## src/rtl/neo_pattern_sequencer_if.sv

```systemverilog
`timescale 1ns/1ps
`default_nettype none
// +--------------------------------------------------------------------+
// | neo_pattern_sequencer_if : strand-controller bus for the chaser    |
// | Rev 1.0                                                            |
// +--------------------------------------------------------------------+
interface neo_pattern_sequencer_if;
    logic       enable_i;
    logic [7:0] red_level_i;
    logic [7:0] green_level_i;
    logic [7:0] blue_level_i;
    logic       ready_to_load_i;
    logic       ready_to_send_i;
    logic       load_color_o;
    logic [1:0] color_index_o;
    logic [2:0] pixel_index_o;
    logic [7:0] color_level_o;
    logic       send_it_o;
    logic       busy_o;
    logic       frame_done_o;
    logic [2:0] position_o;

    modport master (
        input  enable_i, red_level_i, green_level_i, blue_level_i,
        input  ready_to_load_i, ready_to_send_i,
        output load_color_o, color_index_o, pixel_index_o, color_level_o,
        output send_it_o, busy_o, frame_done_o, position_o
    );

    modport slave (
        output enable_i, red_level_i, green_level_i, blue_level_i,
        output ready_to_load_i, ready_to_send_i,
        input  load_color_o, color_index_o, pixel_index_o, color_level_o,
        input  send_it_o, busy_o, frame_done_o, position_o
    );
endinterface
`default_nettype wire

```

## src/rtl/neo_pattern_sequencer.sv

```systemverilog
`timescale 1ns/1ps
`default_nettype none
// +--------------------------------------------------------------------+
// | neo_pattern_sequencer : single-pixel chaser driving a LED strand   |
// | Rev 1.0                                                            |
// +--------------------------------------------------------------------+
module neo_pattern_sequencer #(
    parameter int NUM_PIXELS  = 5,
    parameter int HOLD_CYCLES = 50000
) (
    input  logic                           clock_i,
    input  logic                           reset_i,
    neo_pattern_sequencer_if.master        bus
);
    typedef enum logic [1:0] {
        ST_IDLE = 2'd0,
        ST_LOAD = 2'd1,
        ST_SEND = 2'd2,
        ST_HOLD = 2'd3
    } state_t;

    localparam logic [2:0]  LAST_PIX  = 3'(NUM_PIXELS - 1);
    localparam logic [15:0] LAST_HOLD = 16'(HOLD_CYCLES - 1);

    state_t      state_q, state_d;
    logic [2:0]  pos_q, pos_d;
    logic [2:0]  pix_q, pix_d;
    logic [1:0]  col_q, col_d;
    logic [15:0] hold_q, hold_d;
    logic [7:0]  red_q, red_d;
    logic [7:0]  grn_q, grn_d;
    logic [7:0]  blu_q, blu_d;
    logic [7:0]  sel_level;

    always_ff @(posedge clock_i or posedge reset_i) begin
        if (reset_i) begin
            state_q <= ST_IDLE;
            pos_q   <= 3'd0;
            pix_q   <= 3'd0;
            col_q   <= 2'd0;
            hold_q  <= 16'd0;
            red_q   <= 8'd0;
            grn_q   <= 8'd0;
            blu_q   <= 8'd0;
        end else begin
            state_q <= state_d;
            pos_q   <= pos_d;
            pix_q   <= pix_d;
            col_q   <= col_d;
            hold_q  <= hold_d;
            red_q   <= red_d;
            grn_q   <= grn_d;
            blu_q   <= blu_d;
        end
    end

    // Colour code order 00 red, 01 blue, 10 green is also the load order.
    always_comb begin
        case (col_q)
            2'd0:    sel_level = red_q;
            2'd1:    sel_level = blu_q;
            default: sel_level = grn_q;
        endcase
    end

    always_comb begin
        state_d = state_q;
        pos_d   = pos_q;
        pix_d   = pix_q;
        col_d   = col_q;
        hold_d  = hold_q;
        red_d   = red_q;
        grn_d   = grn_q;
        blu_d   = blu_q;
        bus.load_color_o  = 1'b0;
        bus.color_index_o = 2'd0;
        bus.pixel_index_o = 3'd0;
        bus.color_level_o = 8'd0;
        bus.send_it_o     = 1'b0;
        bus.frame_done_o  = 1'b0;

        case (state_q)
            ST_IDLE: begin
                if (bus.enable_i) begin
                    red_d   = bus.red_level_i;
                    grn_d   = bus.green_level_i;
                    blu_d   = bus.blue_level_i;
                    pix_d   = 3'd0;
                    col_d   = 2'd0;
                    hold_d  = 16'd0;
                    pos_d   = 3'd0;
                    state_d = ST_LOAD;
                end
            end
            ST_LOAD: begin
                bus.color_index_o = col_q;
                bus.pixel_index_o = pix_q;
                bus.color_level_o = (pix_q == pos_q) ? sel_level : 8'd0;
                if (bus.ready_to_load_i) begin
                    bus.load_color_o = 1'b1;
                    if (col_q == 2'd2) begin
                        col_d = 2'd0;
                        if (pix_q == LAST_PIX) begin
                            state_d = ST_SEND;
                        end else begin
                            pix_d = pix_q + 3'd1;
                        end
                    end else begin
                        col_d = col_q + 2'd1;
                    end
                end
            end
            ST_SEND: begin
                if (bus.ready_to_send_i) begin
                    bus.send_it_o    = 1'b1;
                    bus.frame_done_o = 1'b1;
                    hold_d           = 16'd0;
                    state_d          = ST_HOLD;
                end
            end
            ST_HOLD: begin
                if (hold_q == LAST_HOLD) begin
                    hold_d = 16'd0;
                    pix_d  = 3'd0;
                    col_d  = 2'd0;
                    if (bus.enable_i) begin
                        pos_d   = (pos_q == LAST_PIX) ? 3'd0 : pos_q + 3'd1;
                        red_d   = bus.red_level_i;
                        grn_d   = bus.green_level_i;
                        blu_d   = bus.blue_level_i;
                        state_d = ST_LOAD;
                    end else begin
                        pos_d   = 3'd0;
                        state_d = ST_IDLE;
                    end
                end else begin
                    hold_d = hold_q + 16'd1;
                end
            end
            default: state_d = ST_IDLE;
        endcase
    end

    assign bus.busy_o     = (state_q != ST_IDLE);
    assign bus.position_o = pos_q;
endmodule
`default_nettype wire
```

## src/flat_wrapper.sv

```systemverilog
// flat-port wrapper written by rule: the top's interface ports become plain ports
module neo_pattern_sequencer_flat 
#(
    parameter int NUM_PIXELS  = 5,
    parameter int HOLD_CYCLES = 50000
)
  (clock_i, reset_i, bus_enable_i, bus_red_level_i, bus_green_level_i, bus_blue_level_i, bus_ready_to_load_i, bus_ready_to_send_i, bus_load_color_o, bus_color_index_o, bus_pixel_index_o, bus_color_level_o, bus_send_it_o, bus_busy_o, bus_frame_done_o, bus_position_o);
  neo_pattern_sequencer_if bus_i ();
  input  logic clock_i;
  input  logic reset_i;
  input wire logic [$bits(bus_i.enable_i)-1:0] bus_enable_i;
  input wire logic [$bits(bus_i.red_level_i)-1:0] bus_red_level_i;
  input wire logic [$bits(bus_i.green_level_i)-1:0] bus_green_level_i;
  input wire logic [$bits(bus_i.blue_level_i)-1:0] bus_blue_level_i;
  input wire logic [$bits(bus_i.ready_to_load_i)-1:0] bus_ready_to_load_i;
  input wire logic [$bits(bus_i.ready_to_send_i)-1:0] bus_ready_to_send_i;
  output wire logic [$bits(bus_i.load_color_o)-1:0] bus_load_color_o;
  output wire logic [$bits(bus_i.color_index_o)-1:0] bus_color_index_o;
  output wire logic [$bits(bus_i.pixel_index_o)-1:0] bus_pixel_index_o;
  output wire logic [$bits(bus_i.color_level_o)-1:0] bus_color_level_o;
  output wire logic [$bits(bus_i.send_it_o)-1:0] bus_send_it_o;
  output wire logic [$bits(bus_i.busy_o)-1:0] bus_busy_o;
  output wire logic [$bits(bus_i.frame_done_o)-1:0] bus_frame_done_o;
  output wire logic [$bits(bus_i.position_o)-1:0] bus_position_o;
  assign bus_i.enable_i = bus_enable_i;
  assign bus_i.red_level_i = bus_red_level_i;
  assign bus_i.green_level_i = bus_green_level_i;
  assign bus_i.blue_level_i = bus_blue_level_i;
  assign bus_i.ready_to_load_i = bus_ready_to_load_i;
  assign bus_i.ready_to_send_i = bus_ready_to_send_i;
  assign bus_load_color_o = bus_i.load_color_o;
  assign bus_color_index_o = bus_i.color_index_o;
  assign bus_pixel_index_o = bus_i.pixel_index_o;
  assign bus_color_level_o = bus_i.color_level_o;
  assign bus_send_it_o = bus_i.send_it_o;
  assign bus_busy_o = bus_i.busy_o;
  assign bus_frame_done_o = bus_i.frame_done_o;
  assign bus_position_o = bus_i.position_o;
  neo_pattern_sequencer #(.NUM_PIXELS(NUM_PIXELS), .HOLD_CYCLES(HOLD_CYCLES)) u_core (.clock_i(clock_i), .reset_i(reset_i), .bus(bus_i));
endmodule
```

## config.mk

```make
export PLATFORM = sky130hd
export DESIGN_NAME = neo_pattern_sequencer_flat
export DESIGN_NICKNAME = d
export VERILOG_FILES = /design/src/rtl/neo_pattern_sequencer_if.sv /design/src/rtl/neo_pattern_sequencer.sv /design/src/flat_wrapper.sv
export SDC_FILE = /design/constraint.sdc
export NUM_CORES = 1
export LEC_CHECK = 0
export ABC_AREA = 1
export ABC_CLOCK_PERIOD_IN_PS = 3350
export CAP_MARGIN = 20
export CORE_MARGIN = 2
export CORE_UTILIZATION = 53
export DETAILED_ROUTE_END_ITERATION = 16
export PLACE_DENSITY_LB_ADDON = 0.08
export SYNTH_ARGS = -nofsm -noshare
export SYNTH_HDL_FRONTEND = slang
export SYNTH_SLANG_ARGS = --single-unit
```

## constraint.sdc

```tcl
create_clock -name clock_i -period 3.35 [get_ports clock_i]
set_input_delay 1.005 -clock clock_i [delete_from_list [all_inputs] [get_ports clock_i]]
set_output_delay 1.005 -clock clock_i [all_outputs]
set_load 0.1 [all_outputs]
```

# Yosys cells after proc, flatten, opt, wreduce, memory -nomap -nowiden
# Index checks and enable logic that the tools add are counted.
[word_totals] regBits=50 output_inout_bits=20
[classes] add_sub_neg=4 eq_ne=16 muxes=45 n_reduce_logical=12
[ops] op="$mux 8" count=8
[ops] op="$pmux 8 s2" count=4
[ops] op="$mux 16" count=3
[ops] op="$pmux 16 s3" count=1
[ops] op="$mux 3" count=9
[ops] op="$mux 2" count=11
[ops] op="$add 16x1->16 const B" count=1
[ops] op="$eq 16x16->1 const B" count=1
[ops] op="$reduce_and 6->1" count=2
[ops] op="$pmux 3 s3" count=1
[ops] op="$ne 2x2->1 const B" count=4
[ops] op="$pmux 2 s4" count=1
[ops] op="$add 3x1->3 const B" count=2
[ops] op="$eq 2x2->1 const B" count=3
[ops] op="$eq 3x3->1 const B" count=2
[ops] op="$ne 2x1->1 const B" count=3
[ops] op="$pmux 2 s3" count=1
[ops] op="$pmux 3 s2" count=1
[ops] op="$reduce_and 3->1" count=2
[ops] op="$reduce_bool 3->1" count=2
[ops] op="$mux 1" count=5
[ops] op="$eq 2x1->1 const B" count=2
[ops] op="$logic_not 2->1" count=2
[ops] op="$reduce_and 4->1" count=1
[ops] op="other kinds (4)" count=5

# Longest topological paths before layout
[depth] depth_word=5 ltp_mapped=9 mapped_depth_nobuf=9

# Least setup slack after synthesis
# OpenSTA, ideal clock, no wires.
[synth_timing] path_kind="register to output" start="reg u_core.pos_q[2], in the netlist u_core.bus.position_o[2]" end="out bus_color_level_o[0]" t_arrival_ps=3004 t_required_ps=2345 slack_ps=-659 path_stages_with_launch=4 n_path_buf=0 path_cell_list="dfrtp_1 xnor2_1 nand4_1 a31oi_1"
[synth_via] elab_chain_cells=3
[synth_lines] element="start: declaration" line="neo_pattern_sequencer.sv:26" text="logic [2:0] pos_q, pos_d;"
[synth_lines] element="start signal: assignment" line="neo_pattern_sequencer.sv:47" text="pos_q <= pos_d;"
[synth_lines] element="$eq 3x3->1" line="neo_pattern_sequencer.sv:98" text="bus.color_level_o = (pix_q == pos_q) ? sel_level : 8'd0;"
[synth_lines] element="$mux 8" line="neo_pattern_sequencer.sv:98"
[synth_lines] element="$mux 8" line="neo_pattern_sequencer.sv:82" text="case (state_q)"
[synth_lines] element="end: declaration" line="flat_wrapper.sv:20" text="output wire logic [$bits(bus_i.color_level_o)-1:0] bus_color_level_o;"
# Every way passes these cells.

# Final worst setup path
[layout_timing] start="reg u_core.col_q[1]" end="out bus_color_level_o[7]"
[layout_via] elab_chain_cells=4 elab_cells_between_ends=5 cone_classes="eq/ne (1); mux (3); reduce/logical (1)"
[layout_lines] element="start: declaration" line="neo_pattern_sequencer.sv:28" text="logic [1:0] col_q, col_d;"
[layout_lines] element="start signal: assignment" line="neo_pattern_sequencer.sv:49" text="col_q <= col_d;"
[layout_lines] element="$eq 2x1->1 or $logic_not 2->1 (tied branches)" line="neo_pattern_sequencer.sv:59" text="case (col_q)"
[layout_lines] element="$pmux 8 s2 (*)" line="neo_pattern_sequencer.sv:59"
[layout_lines] element="$mux 8 (*)" line="neo_pattern_sequencer.sv:98"
[layout_lines] element="$mux 8 (*)" line="neo_pattern_sequencer.sv:82"
# Mark *: on every way between the ends. The rest lies on a longest branch, timed or not.

==> summary.md <==
| Metric | Value |
|---|---|
| Commonest cells after routing, fill and taps aside | `nand2_1, dfrtp_1, nand3_1` |
| Syn Area/Cell | `7.44 sq um` |
| Final #Nets | `between 400 and 500` |
| H-tree depth | `2` |
| Worst-path clk slew | `0.09 ns` |
| Layout cells sized above 1 | `12.4%` |
| Effective utilization at floorplan | `55.9%` |
| Pwr/cell area | `870 nW/um^2` |
| Leak | `0.00178 uW` |
| Min-Delay Startpoint | `u_core.blu_q[1]` |
| Fin crit period | `approximately 3 ns` |
| PortBufs | `between 40 and 50` |
| Post-synth EDFFs | `0` |
| Final Max Tran Viols | `0` |
| Setup_tns | `0 ns` |
| Clk_lat worst skew | `0.30 ns` |
| Pre-Repair DR Iteration Count | `4` |
| Row cnt | `26` |
| Yosys cell types | `28` |
| Die height | `77.9 um` |
| Filler cells | `426` |
| Worst Hold Depth | `2` |
| Core Footprint | `around 5200 sq um` |
| Max cap viols | `0` |
| Worst Hold Endpoint | `u_core.blu_q[1]` |
| Final Skew | `between 0.005 and 0.006 ns` |
| Commonest non-fill, non-tap cell in the layout | `nand2_1` |
| Register area share after synthesis | `43.3%` |
| Period utilisation layout | `around nine tenths` |
| Area growth syn-to-layout | `26.7%` |
| CTS tree | `built` |
| Detail Route Antenna Nets | `0` |
| Worst path arrival time | `~2.1 ns` |
| GP Congestion | `0.885` |
| Routed WL | `~6700 um` |
| Startpoint types | `register` |
| CTS Hold Buffers Added | `0` |
| Post CTS Setup Buffer Count | `0` |
| Via density | `between 5 and 6` |
| Crit end category | `primary output` |
| Die area | `6070 sq um` |
| Clk pwr share | `between 10% and 20%` |
| Max clock buf depth | `2` |
| TritonCTS buffer count | `5` |
| Worst hold path class | `register to register` |
| Total global routing overflow | `0` |
| Slew @ Worst Pin | `0.600 ns` |
| GR Util All Layers | `23.6%` |
| Sw Share | `50.7%` |
| RSZ-0062 raised after global routing | `false` |
| Psw | `around 1600 uW` |
| Final setup fails | `0` |
| Async S/R FF share, synth | `100%` |
| Outcome | `finished, final reports clean` |
| Detailed Route Iter0 Violations | `137` |
| Antenna violations before repair | `0` |
| Cells on worst reg2reg path | `6` |
| Die X-Extent | `around 78 um` |
| Diodes inserted | `0` |
| Logic pwr share | `57.4%` |
| Reg-to-reg endpoint | `u_core.grn_q[6]` |
| CP required | `~2.3 ns` |
| PostCTS Resize Cnt | `0` |
| Peak Freq | `around 330 MHz` |
| WHS | `0.479 ns` |
| Peak supply drop | `~670 uV` |
| Synth Flop Type | `dfrtp_1` |
| Pin count of the biggest net entering global routing | `36` |
| Drc violations | `0` |
| TritonCTS Sinks | `50` |
| DR WL/cell | `roughly 13 um` |
| Max Fanout on Critical Path | `13` |
| Vias | `2638` |
| First-pass GRT wire length | `11500 um` |
| Seq cells post-synth | `50` |
| YS warnings | `0` |
| Detailed placement HPWL | `4850 um` |
| Top Ports | `49` |
| Mapped cell area | `2890 sq um` |
| Sequential share of power | `29.6%` |
| Cells after Synth | `389` |
| Reg-to-Reg Start | `u_core.state_q[0]` |
| Setup Crit Path Kind | `register to primary output` |
| Vias in the first global route | `2585` |
| Worst rel slew slack | `60.0%` |
| Reg2reg setup slack | `1.34 ns` |
| Final Hold Viols | `0` |
| Root buf cell | `clkbuf_8` |
| Internal | `1570 uW` |
| Syn nets | `~430` |
-- metrics by stage --
stage	total power (uW)	std cells	utilization, %	cell area (sq um)	worst slack (ns)
detailed placement	2780	499	68.8	3560	0.460
floorplan	2290	389	-	2940	-0.279
finish	3190	507	70.9	3670	0.275
global placement	2730	499	68.8	3560	0.478
global route	3410	507	70.9	3670	0.117
CTS	3200	507	70.9	3670	0.249
-- cell type report --
cell class	count	area [sq um]	share of cell area [%]
inverters	41	154	4.20
multi-input cells	286	1460	39.7
well taps	70	87.6	2.39
clock inverters	1	30.0	0.819
repair buffers	52	611	16.7
clock buffers	7	76.3	2.08
flip-flops and latches	50	1250	34.1
-- routing by layer --
layer	vias up	GRT usage, %	part of all wire (%)
met1	1236	29.9	44
met3	7	4.42	4.8
met5	-	0	0
met2	57	41.3	50
met4	0	5.89	0.86
li1	1338	-	-
-- power groups by stage --
| stage | sequential [uW] | clock [uW] | combinational (uW) |
|---|---|---|---|
| floorplan | 945 | 0 | 1340 |
| global placement | 942 | 0 | 1790 |
| detailed placement | 953 | 0 | 1830 |
| CTS | 943 | 424 | 1840 |
| global route | 964 | 451 | 1990 |
| finish | 944 | 416 | 1830 |
-- cells by family (layout without fill, tap and decap cells) --
family / Yosys count / after routing / share of synthesized area [%]
AND/OR/NAND/NOR: 239 / 239 / 36.2
buffers and inverters: 53 / 101 / 8.13
flip-flops: 50 / 50 / 43.3
AO/OA/AOI/OAI: 28 / 28 / 5.28
adder cells (fa/ha/maj): 11 / 11 / 4.76
XOR/XNOR: 8 / 8 / 2.42
-- sequential cells by signal (all words and copies together) (netlist names) --
signal	flops
u_core.red_q	8
u_core.col_q	2
u_core.grn_q	8
u_core.hold_q	16
u_core.bus.position_o	3
u_core.pix_q	3
u_core.blu_q	8
u_core.state_q	2
-- worst max-delay path by stage --
stage          depth (start not counted)                   end                     start  slack [ns]
3_5_place_dp                           4      bus_frame_done_o       bus_ready_to_send_i        0.46
3_3_place_gp                           4         bus_send_it_o       bus_ready_to_send_i        0.48
6_report                               4  bus_color_level_o[7]           u_core.col_q[1]        0.27
5_1_grt                                4  bus_color_level_o[7]           u_core.col_q[1]        0.12
4_1_cts                                4  bus_color_level_o[7]           u_core.col_q[1]        0.25
2_1_floorplan                          3  bus_color_level_o[0]  u_core.bus.position_o[2]       -0.28
-- synthesized netlist by cell type, drive strengths merged (3+ instances only) --
library cell  count  area (sq um)
a21oi             3          15.0
a31oi             8          50.1
buf               8          66.3
clkbuf            4          15.0
dfrtp            50          1250
ha               11           138
inv              40           150
nand2           135           527
nand3            48           250
nand4            13          81.3
nor2             39           161
nor3              3          20.0
o21ai            16          80.1
xnor2             6          52.6
-- worst max-delay path: stages (launching register included) --
cell,delay (ns)
dfrtp_1,0.57
nor2_1,0.56
nand2_1,0.14
a31oi_2,0.29
buf_12,0.21
Note: power is estimated with default switching activity, not from simulation.
